==> config.mk <==
export PLATFORM = sky130hd
export DESIGN_NAME = program_loader_flat
export DESIGN_NICKNAME = d
export VERILOG_FILES = /design/src/rtl/program_loader_if.sv /design/src/rtl/program_loader.sv /design/src/flat_wrapper.sv
export SDC_FILE = /design/constraint.sdc
export NUM_CORES = 1
export LEC_CHECK = 0
export BUFFER_PORTS_ARGS = -buffer_cell sky130_fd_sc_hd__buf_2
export CAP_MARGIN = 20
export CORE_MARGIN = 4
export CORE_UTILIZATION = 62
export CTS_CLUSTER_DIAMETER = 200
export DETAILED_ROUTE_END_ITERATION = 10
export GPL_ROUTABILITY_DRIVEN = 0
export PLACE_DENSITY_LB_ADDON = 0.2
export RECOVER_POWER = 25
export SLEW_MARGIN = 25
export SYNTH_ARGS = -nofsm -noshare
export SYNTH_HDL_FRONTEND = slang
export SYNTH_SLANG_ARGS = --single-unit
==> constraint.sdc <==
create_clock -name CLK -period 5.69 [get_ports CLK]
set_clock_uncertainty 0.2 [all_clocks]
set_input_delay 0 -clock CLK [delete_from_list [all_inputs] [get_ports CLK]]
set_output_delay 0 -clock CLK [all_outputs]
set_load 0.05 [all_outputs]
==> src/rtl/program_loader_if.sv <==
// Byte-stream input and instruction-memory write bus for the program loader.
// The master modport is the loader itself: it accepts bytes and drives the
// memory write port. The slave modport is the surrounding environment.
interface program_loader_if #(
  parameter int ADDR_W = 10
) ();

  logic              in_valid;
  logic [7:0]        in_data;
  logic              in_ready;
  logic              imem_we;
  logic [ADDR_W-1:0] imem_addr;
  logic [31:0]       imem_wdata;

  modport master (
    input  in_valid,
    input  in_data,
    output in_ready,
    output imem_we,
    output imem_addr,
    output imem_wdata
  );

  modport slave (
    output in_valid,
    output in_data,
    input  in_ready,
    input  imem_we,
    input  imem_addr,
    input  imem_wdata
  );

endinterface

==> src/rtl/program_loader.sv <==
// Program loader: parses a framed byte stream (length, big-endian words,
// XOR checksum) and writes the words into instruction memory. The CPU is
// held halted until a complete, checksum-verified image has been written.
module program_loader #(
  parameter int ADDR_W = 10
) (
  input  logic             CLK,
  input  logic             RST_N,
  input  logic             start,
  program_loader_if.master bus,
  output logic             cpu_run,
  output logic             busy,
  output logic             done,
  output logic             error,
  output logic [1:0]       err_code
);

  // One extra index bit so a full-capacity image (N = 2^ADDR_W) can be counted.
  localparam int          IDX_W    = ADDR_W + 1;
  localparam logic [16:0] CAPACITY = 17'(1) << ADDR_W;

  typedef enum logic [2:0] {
    S_IDLE,
    S_LEN_HI,
    S_LEN_LO,
    S_DATA,
    S_CHECK,
    S_DONE,
    S_ERROR
  } state_t;

  state_t            r_state;
  state_t            w_stateNext;

  logic [15:0]       r_len;
  logic [7:0]        r_xor;
  logic [23:0]       r_asm;
  logic [1:0]        r_byteCnt;
  logic [IDX_W-1:0]  r_wordIdx;
  logic              r_we;
  logic [ADDR_W-1:0] r_addr;
  logic [31:0]       r_wdata;
  logic [1:0]        r_errCode;

  logic              w_inReady;
  logic              w_xfer;
  logic              w_load;
  logic [15:0]       w_lenFull;
  logic              w_lenOverflow;
  logic              w_lenZero;
  logic              w_wordDone;
  logic              w_lastWord;
  logic              w_csumOk;
  logic [31:0]       w_word;

  // The assembly register only keeps the three most recent bytes; the
  // fourth comes straight from in_data when the word completes.
  assign w_inReady     = (r_state == S_LEN_HI) || (r_state == S_LEN_LO) ||
                         (r_state == S_DATA)   || (r_state == S_CHECK);
  assign w_xfer        = bus.in_valid && w_inReady;
  assign w_load        = start && ((r_state == S_IDLE) || (r_state == S_DONE) ||
                                   (r_state == S_ERROR));
  assign w_lenFull     = {r_len[15:8], bus.in_data};
  assign w_lenOverflow = {1'b0, w_lenFull} > CAPACITY;
  assign w_lenZero     = (w_lenFull == 16'd0);
  assign w_wordDone    = (r_byteCnt == 2'd3);
  assign w_lastWord    = (32'(r_wordIdx) + 32'd1) == 32'(r_len);
  assign w_csumOk      = (r_xor == bus.in_data);
  assign w_word        = {r_asm, bus.in_data};

  assign bus.in_ready   = w_inReady;
  assign bus.imem_we    = r_we;
  assign bus.imem_addr  = r_addr;
  assign bus.imem_wdata = r_wdata;
  assign err_code       = r_errCode;

  // State register.
  always_ff @(posedge CLK or negedge RST_N) begin
    if (!RST_N) begin
      r_state <= S_IDLE;
    end else begin
      r_state <= w_stateNext;
    end
  end

  // Next-state decode and status outputs.
  always_comb begin
    w_stateNext = r_state;
    busy        = 1'b0;
    cpu_run     = 1'b0;
    done        = 1'b0;
    error       = 1'b0;
    case (r_state)
      S_IDLE: begin
        if (start) w_stateNext = S_LEN_HI;
      end
      S_LEN_HI: begin
        busy = 1'b1;
        if (w_xfer) w_stateNext = S_LEN_LO;
      end
      S_LEN_LO: begin
        busy = 1'b1;
        if (w_xfer) begin
          if (w_lenOverflow)  w_stateNext = S_ERROR;
          else if (w_lenZero) w_stateNext = S_CHECK;
          else                w_stateNext = S_DATA;
        end
      end
      S_DATA: begin
        busy = 1'b1;
        if (w_xfer && w_wordDone && w_lastWord) w_stateNext = S_CHECK;
      end
      S_CHECK: begin
        busy = 1'b1;
        if (w_xfer) w_stateNext = w_csumOk ? S_DONE : S_ERROR;
      end
      S_DONE: begin
        cpu_run = 1'b1;
        done    = 1'b1;
        if (start) w_stateNext = S_LEN_HI;
      end
      S_ERROR: begin
        error = 1'b1;
        if (start) w_stateNext = S_LEN_HI;
      end
      default: begin
        w_stateNext = S_IDLE;
      end
    endcase
  end

  // Datapath: length capture, running checksum, word assembly and write strobe.
  always_ff @(posedge CLK or negedge RST_N) begin
    if (!RST_N) begin
      r_len     <= '0;
      r_xor     <= '0;
      r_asm     <= '0;
      r_byteCnt <= '0;
      r_wordIdx <= '0;
      r_we      <= 1'b0;
      r_addr    <= '0;
      r_wdata   <= '0;
      r_errCode <= '0;
    end else begin
      r_we <= 1'b0;
      if (w_load) begin
        r_xor     <= '0;
        r_asm     <= '0;
        r_byteCnt <= '0;
        r_wordIdx <= '0;
        r_errCode <= '0;
      end else if (w_xfer) begin
        case (r_state)
          S_LEN_HI: begin
            r_len[15:8] <= bus.in_data;
            r_xor       <= r_xor ^ bus.in_data;
          end
          S_LEN_LO: begin
            r_len[7:0] <= bus.in_data;
            r_xor      <= r_xor ^ bus.in_data;
            if (w_lenOverflow) r_errCode <= 2'b01;
          end
          S_DATA: begin
            r_xor     <= r_xor ^ bus.in_data;
            r_asm     <= w_word[23:0];
            r_byteCnt <= r_byteCnt + 2'd1;
            if (w_wordDone) begin
              r_we      <= 1'b1;
              r_wdata   <= w_word;
              r_addr    <= r_wordIdx[ADDR_W-1:0];
              r_wordIdx <= r_wordIdx + IDX_W'(1);
            end
          end
          S_CHECK: begin
            if (!w_csumOk) r_errCode <= 2'b10;
          end
          default: begin
          end
        endcase
      end
    end
  end

endmodule

==> src/flat_wrapper.sv <==
// flat-port wrapper written by rule: the top's interface ports become plain ports
module program_loader_flat 
#(
  parameter int ADDR_W = 10
)
  (CLK, RST_N, start, cpu_run, busy, done, error, err_code, bus_in_valid, bus_in_data, bus_in_ready, bus_imem_we, bus_imem_addr, bus_imem_wdata);
  program_loader_if #(.ADDR_W(ADDR_W)) bus_i ();
  input  logic CLK;
  input  logic RST_N;
  input  logic start;
  output logic cpu_run;
  output logic busy;
  output logic done;
  output logic error;
  output logic [1:0] err_code;
  input wire logic [$bits(bus_i.in_valid)-1:0] bus_in_valid;
  input wire logic [$bits(bus_i.in_data)-1:0] bus_in_data;
  output wire logic [$bits(bus_i.in_ready)-1:0] bus_in_ready;
  output wire logic [$bits(bus_i.imem_we)-1:0] bus_imem_we;
  output wire logic [$bits(bus_i.imem_addr)-1:0] bus_imem_addr;
  output wire logic [$bits(bus_i.imem_wdata)-1:0] bus_imem_wdata;
  assign bus_i.in_valid = bus_in_valid;
  assign bus_i.in_data = bus_in_data;
  assign bus_in_ready = bus_i.in_ready;
  assign bus_imem_we = bus_i.imem_we;
  assign bus_imem_addr = bus_i.imem_addr;
  assign bus_imem_wdata = bus_i.imem_wdata;
  program_loader #(.ADDR_W(ADDR_W)) u_core (.CLK(CLK), .RST_N(RST_N), .start(start), .bus(bus_i), .cpu_run(cpu_run), .busy(busy), .done(done), .error(error), .err_code(err_code));
endmodule
==> results of run 1 <==
==> kinds of logic after synthesis <==
family / Yosys count / share of synthesized area
AO/OA/AOI/OAI: 79 / 0.102
flip-flops: 109 / 0.532
XOR/XNOR: 29 / 0.0495
AND/OR/NAND/NOR: 278 / 0.233
buffers and inverters: 37 / 0.0371
adder cells (fa/ha/maj): 2 / 0.00488
multiplexers: 19 / 0.0415
==> state kept, by name (all words and copies together) (netlist names), 3 cells and up <==
signal / flops
u_core.bus.imem_addr: 10
u_core.r_asm: 24
u_core.r_len: 16
u_core.r_state: 3
u_core.bus.imem_wdata: 32
u_core.r_wordIdx: 11
u_core.r_xor: 8
==> synthesized netlist by cell type, types with 3 or more instances <==
cell type | number | area (um^2)
buf_2 | 17 | 85.1
inv_1 | 3 | 11.3
nand3_1 | 7 | 35.0
o21ai_0 | 44 | 220
o31ai_1 | 6 | 45.0
a21oi_1 | 6 | 30.0
buf_4 | 4 | 30.0
xnor2_1 | 16 | 140
and2_1 | 4 | 25.0
xor2_1 | 13 | 114
nor3_1 | 4 | 20.0
nand2b_1 | 6 | 37.5
nand4_1 | 5 | 31.3
nor4_1 | 5 | 31.3
o211ai_1 | 4 | 30.0
clkbuf_1 | 9 | 33.8
and3_1 | 7 | 43.8
nand2_1 | 195 | 732
mux2_2 | 17 | 191
nor2_1 | 28 | 105
dfrtp_1 | 109 | 2730
nand3b_1 | 3 | 22.5
==> path summary, 6_finish.rpt <==
path | start | endpoint | slack [ns] | depth (start not counted)
worst max register to register | u_core.r_state[2] | u_core.r_wordIdx[7] | 2.57 | 9
worst min register to register | u_core.bus.imem_wdata[24] | u_core.bus.imem_wdata[24] | 0.28 | 2
min in group asynchronous | RST_N | u_core.r_asm[1] | 0.47 | 3
worst min-delay path | bus_in_valid | u_core.err_code[1] | 0.03 | 4
worst max-delay path | RST_N | u_core.r_len[2] | 2.38 | 4
max in group CLK | u_core.r_state[2] | u_core.r_wordIdx[7] | 2.57 | 9
==> per-layer routing <==
metal  part of all wire  global-route usage  vias up
li1                   -                   -     1947
met1               0.43               0.338     2005
met2               0.50               0.412      137
met3              0.056              0.0418       22
met4              0.014              0.0746        0
met5                  0                   0        -
==> metrics by stage <==
stage	cell area, um^2	instances	power [mW]	utilization	worst slack (ns)
final	5680	716	3.09	0.720	2.38
after global routing	5680	716	3.29	0.720	1.84
after CTS	5740	716	3.12	0.727	2.27
after detailed placement	5420	688	2.68	0.688	2.29
after global placement	5420	688	2.62	0.688	2.37
after floorplan	5130	553	2.34	-	2.99
==> worst register-to-register path, cell delays in order (launching register included) <==
cell and delay (ns):
dfrtp_1 0.57, nand2b_1 0.30, nor2_1 0.12, buf_4 0.29, nand2_4 0.37, inv_1 0.16, buf_4 0.41, nor2_1 0.25
o21ai_0 0.22, o41ai_1 0.10
==> layout make-up <==
class	count	area, um^2
clock buffer	9	124
clock inverter	7	58.8
fill	609	2210
inverter	5	18.8
multi-input combinational	407	2220
sequential	109	2730
tap	102	128
timing repair buffer	77	405
==> power by group <==
group | total [mW] | switching [mW] | internal [mW]
sequential | 1.32 | 0.252 | 1.06
clock | 0.440 | 0.274 | 0.165
combinational | 1.33 | 0.939 | 0.394
total | 3.09 | 1.47 | 1.62
==> summary.txt, run 1 <==
Run status
  • Status: finished, violations left
  • Failing checks: max-capacitance violations, max-slew violations

Final layout
  • Leading cell types in the layout, fill and taps excluded: nand2_1 (194), dfrtp_1 (109), o21ai_0 (44), clkbuf_1 (36), nor2_1 (28)
  • Share of layout cells above drive strength 1: 0.127
  • Area grow syn2layout: 10.8%
  • Antenna Cells: 0
  • Leading cell type in the layout, fill and taps excluded: nand2_1
  • NumNets Final: 623

Global route
  • First-pass GRT wire length: 19600 um
  • GRT Util Overall: 0.249
  • Grt ovf: 0
  • Pin count of the biggest net entering global routing: 62
  • Initial antenna violation count: 0
  • Number of global-route vias before repair: 4054

Detailed routing
  • # DRC: 0
  • Drt total wl: 11500 um
  • ANT nets after route: 0
  • Vias: 4111
  • DR iter-0 viols: 282
  • TritonRoute pass-1 iters: 6
  • Via density: 5.74
  • Avg WL per Cell: 16.0 um

Synthesis
  • FF+latch count, synth: 109
  • FFs w/ async S/R, synth: 1.00
  • Post-synthesis sequential area ratio: 0.532
  • Warnings from Yosys: 0
  • Prevailing post-synth register cell: dfrtp_1
  • Syn nets: 567
  • Syn_area_per_cell: 9.27 um^2
  • Library cells used by synthesis: 56
  • Synthesized area: 5130 um^2
  • Cells after synthesis: 553
  • Number of synthesized flops with an enable pin: 0

Floorplanning
  • Die Y-Extent: 98.9 um
  • Die area: 9790 um^2
  • I/O pins: 62
  • Starting Density: 0.650
  • Die width: 98.9 um
  • Area of the core: 7890 um^2
  • Site Rows: 32

Critical path
  • Crit start category: input pin
  • Cell family contributing the most delay on the critical path: buffers and inverters
  • Critical Path Fanout Max: 42
  • CP cell instances: dlygate4sd3_1, dlygate4sd3_1, clkbuf_1, clkbuf_1
  • Critical path data required time: 5.54 ns
  • CP max-delay cell: clkbuf_1
  • Worst Setup End Kind: async pin
  • Arr. time, crit path: 3.16 ns
  • Critical path class: input pin to async pin
  • Buf/Inv on CP: 4
  • Critical Path Max Stage Delay: 1.63 ns

Clock tree
  • Reg clk slew, reported paths: 0.10 ns
  • Clock Path Buffers: 2
  • CTS Root Cell: clkbuf_8
  • Skew-Pair Late Insertion Delay: 0.38 ns
  • Num CTS Buffers: 9
  • CTS tree: built
  • Sink Count: 109
  • CTS Hold Bufs: 12
  • H-Tree Depth: 3
  • PostCTS Resize Cnt: 0
  • Post-CTS Setup Bufs: 0

Timing
  • Worst slew margin: -0.473
  • Hold slack: 0.0343 ns
  • Final setup viols: 0
  • Setup total negative slack: 0 ns
  • Unrepaired setup endpoints after global routing: no
  • Min cycle time layout: 3.31 ns
  • Worst slew pin tran: 2.21 ns
  • Hold Fails Final Rpt: 0
  • Fmax: 0.302 GHz
  • Final worst-path cycle share: 0.582
  • Slew Viols, Final: 43

Power and ir drop
  • P per Cell Area: 544 nW/um^2
  • VDD IR-drop max: 0.000459 V
  • Static Leakage: 2.66 nW

Placement
  • I/O Buffers: 61
  • Hpwl dp: 7660 um

Job
  • Max-Cap Viols: 1

Worst hold path
  • Worst Hold Class: input pin to flop
Power figures use the tool's default switching activity.
==> run 2: changes to the inputs <==
--- a/config.mk
+++ b/config.mk
@@ -8,7 +8,7 @@
 export BUFFER_PORTS_ARGS = -buffer_cell sky130_fd_sc_hd__buf_2
 export CAP_MARGIN = 20
 export CORE_MARGIN = 4
-export CORE_UTILIZATION = 62
+export CORE_UTILIZATION = 58
 export CTS_CLUSTER_DIAMETER = 200
 export DETAILED_ROUTE_END_ITERATION = 10
 export GPL_ROUTABILITY_DRIVEN = 0
==> constraint.sdc (replaced) <==
create_clock -name CLK -period 3.1 [get_ports CLK]
set_clock_uncertainty 0.2 [all_clocks]
set_input_delay 0 -clock CLK [delete_from_list [all_inputs] [get_ports CLK]]
set_output_delay 0 -clock CLK [all_outputs]
set_load 0.05 [all_outputs]
==> run 2 against run 1 <==
The flow now finishes without violations. Flip-flop and latch count unchanged. Sequential power up 82%. Non-clock buffer count up 2. First-iteration DRC count down 1.4%. Routed wire length up 0.51%. Critical path depth up 2. Total power up 88%. Clock power up 110%. Sequential share of layout area down 0.85 points. Critical path type is now flop to flop. Largest cell class unchanged.
==> summary.txt, run 2 (synthesized netlist as in run 1, its figures left out) <==
Run status
  • Status: finished clean

Floorplanning
  • I/O pins: 62
  • Area of the core: 8680 um^2
  • Die area: 10400 um^2
  • Starting Density: 0.591
  • Die width: 102 um
  • Die Y-Extent: 102 um
  • Site Rows: 34

Final layout
  • Area grow syn2layout: 12.8%
  • Leading cell types in the layout, fill and taps excluded: nand2_1 (194), dfrtp_1 (109), buf_2 (60), o21ai_0 (44), nor2_1 (28)
  • Area of the multi-input gates: 2210 um^2
  • Share of layout cells above drive strength 1: 0.188
  • Seq. cell area: 2730 um^2
  • Leading cell type in the layout, fill and taps excluded: nand2_1
  • Largest register FFs: 32
  • Post-route insts no fill: 724
  • NumNets Final: 625
  • Filler cells: 696
  • Antenna Cells: 0

Timing
  • Setup total negative slack: 0 ns
  • Worst slew pin tran: 1.46 ns
  • Slew Viols, Final: 0
  • Hold Fails Final Rpt: 0
  • Final setup viols: 0
  • Unrepaired setup endpoints after global routing: no
  • Worst slew margin: 0.0287
  • Fmax: 0.394 GHz
  • Min cycle time layout: 2.54 ns
  • Hold slack: 0.276 ns
  • Final worst-path setup slack: 0.559 ns
  • Final worst-path cycle share: 0.820

Clock tree
  • CTS Root Cell: clkbuf_8
  • Num CTS Buffers: 9
  • CTS tree: built
  • PostCTS Resize Cnt: 0
  • Skew-Pair Late Insertion Delay: 0.38 ns
  • H-Tree Depth: 3
  • Sink Count: 109
  • Clock Path Buffers: 2
  • Reg clk slew, reported paths: 0.10 ns

Detailed routing
  • # DRC: 0
  • Vias: 4090
  • Max layer used: met4
  • DR iter-0 viols: 278
  • TritonRoute pass-1 iters: 5
  • Avg WL per Cell: 15.9 um
  • Via density: 5.65
  • Drt total wl: 11500 um
  • Met2 WL: 5690 um
  • Met1 Wirelength: 5030 um
  • ANT nets after route: 0
  • Met3 WL: 725 um

Placement
  • Pre-CTS setup slack: 0.593 ns
  • I/O Buffers: 61
  • Hpwl dp: 7700 um
  • Cell count after placement: 697

Power and ir drop
  • VDD IR-drop max: 0.000636 V
  • Sw Share: 0.461
  • Psw: 2.68 mW
  • Static Leakage: 2.81 nW
  • Total Power: 5.81 mW
  • P per Cell Area: 1000 nW/um^2
  • Sequential share of power: 0.414
  • Total internal power: 3.13 mW
  • Clk pwr share: 0.159
  • Combinational share of power: 0.427

Critical path
  • Crit start category: flop
  • Buf/Inv on CP: 0
  • Critical Path Fanout Max: 14
  • Critical path's most frequent cell: nor2_1
  • Arr. time, crit path: 2.62 ns
  • Cell family contributing the most delay on the critical path: simple AND/OR/NAND/NOR gates
  • Critical path depth: 6
  • Critical path data required time: 3.18 ns
  • CP cell instances: nand2b_1, nor2_1, o21a_1, nor2_1, o21ai_0, o31ai_1
  • CP max-delay cell: dfrtp_1
  • Worst Setup End Kind: flop
  • Critical path class: flop to flop
  • Critical Path Max Stage Delay: 0.62 ns
  • Worst reg2reg path depth: 6

Global route
  • Number of global-route vias before repair: 3853
  • Grt ovf: 0
  • First-pass GRT wire length: 19400 um
  • Initial antenna violation count: 0
  • Pin count of the biggest net entering global routing: 110
  • GRT Util Overall: 0.237

Job
  • Max-Cap Viols: 0

Worst hold path
  • WHS Path Cells: 2
  • Worst Hold Class: flop to flop
run 2: cell types whose count changed in the layout (fill, tap and decap cells not counted), sizes merged:
cell,delta
clkinv,-2
buf,+36
bufinv,+1
clkbuf,-33
run 2: area by class of cell:
type / instances / share of cell area
tap: 108 / 0.0234
inverter: 5 / 0.00325
clock buffer: 10 / 0.0238
timing repair buffer: 79 / 0.0814
sequential: 109 / 0.472
multi-input combinational: 407 / 0.382
clock inverter: 6 / 0.0139
run 2: per-layer routing:
metal	track usage	up-vias
met1	0.330	1981
met5	0	-
li1	-	1956
met3	0.0532	9
met4	0.0575	0
met2	0.381	144
run 2: power by group through the flow:
stage	sequential (mW)	combinational (mW)	clock [mW]
after global placement	2.39	2.42	0
after global routing	2.48	2.70	1.00
after floorplan	3.02	1.28	0
after CTS	2.40	2.50	0.938
final	2.40	2.48	0.923
after detailed placement	2.43	2.48	0
run 2: timing repair:
item                      4_1_cts  5_1_grt
hold buffers                   11        0
setup buffers                   0        0
hold endpoints to repair      151        0
run 2: path summary, 6_finish.rpt:
check | to | from | slack (ns)
worst max-delay path | u_core.r_wordIdx[4] | u_core.r_state[0] | 0.56
worst min-delay path | u_core.bus.imem_wdata[30] | u_core.bus.imem_wdata[30] | 0.28
worst max register to register | u_core.r_wordIdx[4] | u_core.r_state[0] | 0.56
worst min register to register | u_core.bus.imem_wdata[30] | u_core.bus.imem_wdata[30] | 0.28
max in group asynchronous | u_core.r_xor[1] | RST_N | 1.34
min in group asynchronous | u_core.bus.imem_we | RST_N | 0.39
run 2: worst min-delay path, stage by stage, from the launching register on:
cell and delay, ns:
dfrtp_1 0.35, nand2_1 0.05, nand2_1 0.05
run 2: stage by stage:
stage	area, um^2	utilization
floorplan	5130	-
global placement	5470	0.630
detailed placement	5470	0.630
CTS	5790	0.668
global route	5780	0.666
finish	5780	0.666
